==> config.mk <==
export PLATFORM = sky130hd
export DESIGN_NAME = softoserdes_gearbox
export DESIGN_NICKNAME = d
export VERILOG_FILES = /design/src/rtl/softoserdes_gearbox.sv
export SDC_FILE = /design/constraint.sdc
export NUM_CORES = 1
export LEC_CHECK = 0
export ABC_AREA = 0
export CORE_ASPECT_RATIO = 1.1
export CORE_MARGIN = 2
export CORE_UTILIZATION = 45
export CTS_BUF_LIST = sky130_fd_sc_hd__clkbuf_8
export CTS_CLUSTER_DIAMETER = 50
export DETAILED_ROUTE_END_ITERATION = 6
export GPL_TIMING_DRIVEN = 0
export PLACE_DENSITY = 0.7
export SYNTH_ARGS = -nofsm -noshare
export SYNTH_HDL_FRONTEND = slang
export SYNTH_SLANG_ARGS = --single-unit
==> constraint.sdc <==
create_clock -name clk_ser -period 1.8 [get_ports clk_ser]
set_input_delay 0.36 -clock clk_ser [delete_from_list [all_inputs] [get_ports clk_ser]]
set_output_delay 0.36 -clock clk_ser [all_outputs]
set_load 0.01 [all_outputs]
==> src/rtl/softoserdes_gearbox.sv <==
// softoserdes_gearbox: soft DDR/SDR serializer with holding register, idle-word underrun accounting
// and optional training-pattern override (enabled by defining SOFTSER_TRAIN_EN).
module softoserdes_gearbox #(
   parameter int LANES = 2,
   parameter int WIDTH = 10,
   parameter int DDR = 1,
   parameter int LSB_FIRST = 1,
   parameter logic [WIDTH-1:0] IDLE_WORD = '0,
   parameter logic [WIDTH-1:0] TRAIN_WORD = 10'h0F8
) (
   input  logic                   clk_ser,
   input  logic                   rst_n,
   input  logic [LANES*WIDTH-1:0] in_data,
   input  logic                   in_valid,
   output logic                   in_ready,
   input  logic                   train,
   output logic [LANES-1:0]       out_rise,
   output logic [LANES-1:0]       out_fall,
   output logic                   word_start,
   output logic                   underrun,
   output logic [7:0]             underrun_cnt
);
   localparam int BPC = (DDR != 0) ? 2 : 1;
   localparam int N = WIDTH / BPC;
   localparam int SW = (N > 1) ? $clog2(N) : 1;

   logic [SW-1:0]                   slot;
   logic [LANES*WIDTH-1:0]          hold;
   logic                            hold_full;
   logic [LANES-1:0][WIDTH-1:0]     sh;
   logic [LANES-1:0][WIDTH-1:0]     nxt;
   logic                            boundary;
   logic                            train_sel;
   logic                            load_hold;
   logic                            load_idle;
   logic                            accept;

`ifdef SOFTSER_TRAIN_EN
   assign train_sel = train;
`else
   logic unused_train;
   assign unused_train = train;
   assign train_sel = 1'b0;
`endif

   assign boundary = (slot == SW'(N - 1));
   assign load_hold = boundary && hold_full && !train_sel;
   assign load_idle = boundary && !hold_full && !train_sel;
   assign in_ready = !hold_full || load_hold;
   assign accept = in_valid && in_ready;

   // next word per lane at a slot boundary, and output bit taps from the shift registers
   always_comb begin
      nxt = '0;
      out_rise = '0;
      out_fall = '0;
      for (int k = 0; k < LANES; k++) begin
         nxt[k] = train_sel ? TRAIN_WORD : hold_full ? hold[k*WIDTH +: WIDTH] : IDLE_WORD;
         out_rise[k] = (LSB_FIRST != 0) ? sh[k][0] : sh[k][WIDTH-1];
         out_fall[k] = (DDR == 0) ? out_rise[k] : (LSB_FIRST != 0) ? sh[k][1] : sh[k][WIDTH-2];
      end
   end

   // slot counter, holding register, per-lane shift registers and underrun accounting
   always_ff @(posedge clk_ser or negedge rst_n) begin
      if (!rst_n) begin
         slot <= SW'(N - 1);
         hold <= '0;
         hold_full <= 1'b0;
         sh <= '0;
         word_start <= 1'b0;
         underrun <= 1'b0;
         underrun_cnt <= 8'd0;
      end else begin
         slot <= boundary ? '0 : slot + SW'(1);
         word_start <= boundary;
         underrun <= load_idle;
         if (load_idle && underrun_cnt != 8'hFF)
            underrun_cnt <= underrun_cnt + 8'd1;
         if (accept)
            hold <= in_data;
         hold_full <= accept || (hold_full && !load_hold);
         for (int k = 0; k < LANES; k++)
            sh[k] <= boundary ? nxt[k] : (LSB_FIRST != 0) ? sh[k] >> BPC : sh[k] << BPC;
      end
   end
endmodule
Word-level counts from Yosys, hierarchy flattened
Cells that the tools add are included.
Storage, ports and cells
  input port bits: 24
  register bits after elaboration: 54
Cells by class
  reduce and logical (&&, ||, !) cells: 9
  equality and inequality tests: 2
  multiplexer cells: 5
  add/sub/neg operators: 2
Operators with widths (count)
  $mux W10: 4
  $add A8 B1 Y8 const B: 1
  $ne A8 B8 Y1 const B: 1
  $logic_and A1 B1 Y1: 5
  $add A3 B1 Y3 const B: 1
  $eq A3 B3 Y1 const B: 1
  $mux W3: 1
  $logic_not A1 Y1: 2
  $logic_or A1 B1 Y1: 2

Logic depth before layout (Yosys ltp)
  depth after elaboration: 5
  depth in mapped cells: 8
  gate-level depth less buffers: 6

Least setup slack after synthesis
No wires, ideal clock.
  path kind: register to register
  from: register slot[0]
  to: register underrun_cnt[7]
  stages on the path, launching flop included: 8
  arrival: 1.482 ns
  path slack: 0.190 ns
  setup time: 0.128 ns
  cell sequence: dfrtp_1 inv_1 ha_1 nand2_1 buf_6 nor3_2 nor3b_2 mux2_1
Between the ends
  longest elaborated chain between the ends: 3
Ends and longest elaborated chain
  start: declaration: line 27  | logic [SW-1:0] slot;
  start signal: assignment: line 67  | slot <= SW'(N - 1);
  start signal: assignment: line 75  | slot <= boundary ? '0 : slot + SW'(1);
  $eq A3 B3 Y1: line 46  | assign boundary = (slot == SW'(N - 1));
  $logic_and A1 B1 Y1: line 48  | assign load_idle = boundary && !hold_full && !train_sel;
  $logic_and A1 B1 Y1: line 78  | if (load_idle && underrun_cnt != 8'hFF)
  end signal: assignment: line 79  | underrun_cnt <= underrun_cnt + 8'd1;
  end: declaration: line 21  | output logic [7:0] underrun_cnt
Every way passes these cells.
A chain may end at the register's enable or synchronous reset.

Worst setup path in the final report
  from: register underrun_cnt[5]
  to: output port underrun_cnt[5]
No word-level cell between the ends.

==> results.md <==
- Most frequent cells in the layout: 53 x dfrtp_1, 39 x nand2_1, 35 x clkdlybuf4s50_1
- Core area: 0.00465 sq mm
- Initial Utilization: 46.9%
- # DRC: 0
- Fraction of layout cells with a size suffix above 1: 12.9%
- Crit-path cells: clkdlybuf4s50_1
- Final hold violations: 0
- Period minus WS final: 1.67 ns
- Max Root-Sink Buffers: 2
- Leakage power: 1.31 nW
- Gate power share: 11.8%
- Die area: 0.00542 sq mm
- Tcrit/Tclk final: 92.6%
- Sinks on Clock Net: 54
- Clk_lat worst skew: 0.30 ns
- I/O Pins: 39
- Post-synth top area share: 60.8%
- Layout Utilization: 59.0%
- Slowest stage delay, CP: 0.57 ns
- CTS H-Tree Depth: 2
- Post-Synthesis Mean Instance Area: 12.3 sq um
- Routed Antenna Nets: 0
- Clock Skew: 0.00568 ns
- Initial antenna violation count: 0
- Vias in the first global route: 1367
- Clock slew at reported path FFs: 0.09 ns
- Sequential share of power: 59.0%
- Mux share of post-synthesis cell area: 12.4%
- Top cells by area, synth: dfrtp_1 61%, mux2_1 12%, nand2_1 6.7%
- WS Path Type: reg2out
- Worst R2R Start: slot[1]
- Internal Power: 0.00178 W
- Worst vdd ir: 0.632 mV
- Wirelength per Cell: 12.5 microns
- R2R Path End: underrun_cnt[7]
- XOR/XNOR Fraction of Synth Area: 1.20%
- Root buf cell: clkbuf_8
- Largest net degree at the start of global routing: 29
- Area of the multi-input gates: 753 sq um
- Switch share: 22.1%
- PwrDens: 832 mW/mm^2
- Cell Rows: 26
- Distinct cell type count after synthesis: 27
- Setup Viol. Count Final: 0
- GPL Wtd Cong: 0.715
- Critical path's top delay family: buffers and inverters
- RSZ-0062 raised after global routing: no
- Worst path slowest cell: clkdlybuf4s50_1
- First-pass GRT wire length: 6120 microns
- Top cell type by total area after synthesis: dfrtp_1
- DRT Wirelength: 3520 microns
- Number of CTS-inserted buffers: 5
- Max Slew Vio Count: 0
- Largest family of logic cells by synthesized area: simple AND/OR/NAND/NOR gates
- Power share of the clock group: 29.2%
- NumNets Final: 251
- Worst Hold Class: in2async
- Sequential fraction of the synthesis area: 62.0%
- Critical path depth: 1
- FMAX: 600 MHz
- Design Area, Final: 0.00274 sq mm
- # Max-Cap Violations: 0
- DIE WIDTH: 70.4 microns
- NetSw: 0.000505 W
- Crit-path max FO: 6
- DP Wirelength: 2540 microns
- Slew @ Worst Pin: 0.644 ns
- Slew headroom: 57.0%
- Diode count: 0
- Vias/cell: 5.02
- Status: finished clean
- Register-to-register setup slack: 0.14 ns
- CTS tree: built
- Synth Warn #: 0
- CP bufs+invs: 1
- Critical path arrival: 1.31 ns
- Via count: 1410
- Total GRT Usage: 14.6%
- Register area: 0.00135 sq mm
- Worst Setup End Kind: output pin
- Mapped Cells: 178
- CP startpoint: underrun_cnt[5]
- Placed Instance Area: 0.00264 sq mm
- Grt total ovfl: 0
- Mapped Area: 0.00218 sq mm
- Reg2reg path depth: 7
- Die extent in y: 77.0 microns
- IO Port Bufs: 37
- Critical path launch point type: flop
- DRT iter0 DRCs: 43
- Net Count, Synth: 205
- Worst EP required: 1.44 ns
- Synth Area in Adders: 1.72%
- Synth Area in Simple Gates: 16.1%
- TritonRoute pass-1 iters: 4
- CP Capture Point: underrun_cnt[5]
- Filler cell count: 403
- Synthesized flop and latch total: 54
- Commonest non-fill, non-tap cell in the layout: dfrtp_1
- Area Overhead vs Synth: 25.7%
- Fraction of the mapped netlist area in compound gates: 2.52%
state kept, by name (all words and copies together) (netlist names):
signal        flops
hold             20
hold_full         1
out_fall          2
out_rise          2
sh               16
slot              3
underrun          1
underrun_cnt      8
word_start        1
worst min-delay path by stage:
stage | from | cells past startpoint | slack, ns | end
2_1_floorplan | rst_n | 0 | 0.06 | hold[0]
3_3_place_gp | sh[4] | 2 | 0.42 | sh[2]
3_5_place_dp | rst_n | 1 | 0.42 | underrun_cnt[4]
4_1_cts | rst_n | 1 | 0.09 | underrun_cnt[4]
5_1_grt | rst_n | 1 | 0.11 | underrun
6_report | rst_n | 1 | 0.08 | underrun_cnt[4]
power by group through the flow:
stage          clock [W]  combinational, W  sequential [W]
6_report        0.000666          0.000269         0.00135
3_5_place_dp           0          0.000276         0.00137
4_1_cts         0.000691          0.000277         0.00135
3_3_place_gp           0          0.000265         0.00137
5_1_grt         0.000751          0.000305         0.00136
2_1_floorplan          0          0.000146         0.00136
area by class of cell:
type,instances,area share [%]
sequential,54,49.3
multi-input combinational,109,27.5
timing repair buffer,39,14.1
clock buffer,6,3.01
buffer,12,2.83
tap,56,2.55
inverter,3,0.410
clock inverter,2,0.319
logic make-up after synthesis:
family	after synthesis
muxes	24
adders and majority gates	3
DFF	54
buffers and inverters	15
xor gates and xnor gates	3
and+or+nand+nor	73
AOI/OAI and AO/OA	6
through the flow:
stage                     cells  TNS, ns  setup WS, ns  total power, W  hold WS, ns
after detailed placement    272        0        0.0531         0.00165        0.421
after global placement      271   -67.15         -1.26         0.00164        0.419
final                       281        0         0.132         0.00228       0.0768
after global routing        281        0        0.0234         0.00241        0.114
after floorplan             178        0         0.190         0.00151       0.0644
after CTS                   281        0       0.00127         0.00232       0.0903
Yosys cell counts:
cell	count
xnor2_1	2
nand3_1	19
dfstp_2	1
and3b_2	1
o31ai_4	1
nor2_1	2
clkbuf_1	3
mux2_2	1
o21a_1	2
o211ai_1	1
nand2b_1	2
buf_2	2
xor2_1	1
nand4_1	2
buf_4	6
dfrtp_1	53
mux2_1	23
inv_2	1
inv_1	2
and3_1	4
nor3_2	3
a21oi_1	1
buf_6	1
nor3b_2	1
a31oi_1	1
nand2_1	39
ha_1	3
metal layers:
metal,global-route usage [%],vias up,part of all wire (%)
met1,17.1,699,42
met3,3.94,5,3.6
li1,-,681,-
met4,6.35,0,1.8
met2,24.9,25,52
met5,0,-,0
repair_timing:
| action | in CTS | in global routing |
|---|---|---|
| endpoints found under the setup margin | 1 | 2 |
| pin swaps | 0 | 1 |
| buffers inserted | 1 | 0 |
| hold buffers | 0 | 0 |
| gates resized for setup | 1 | 4 |
(Power assumes the default switching activity.)
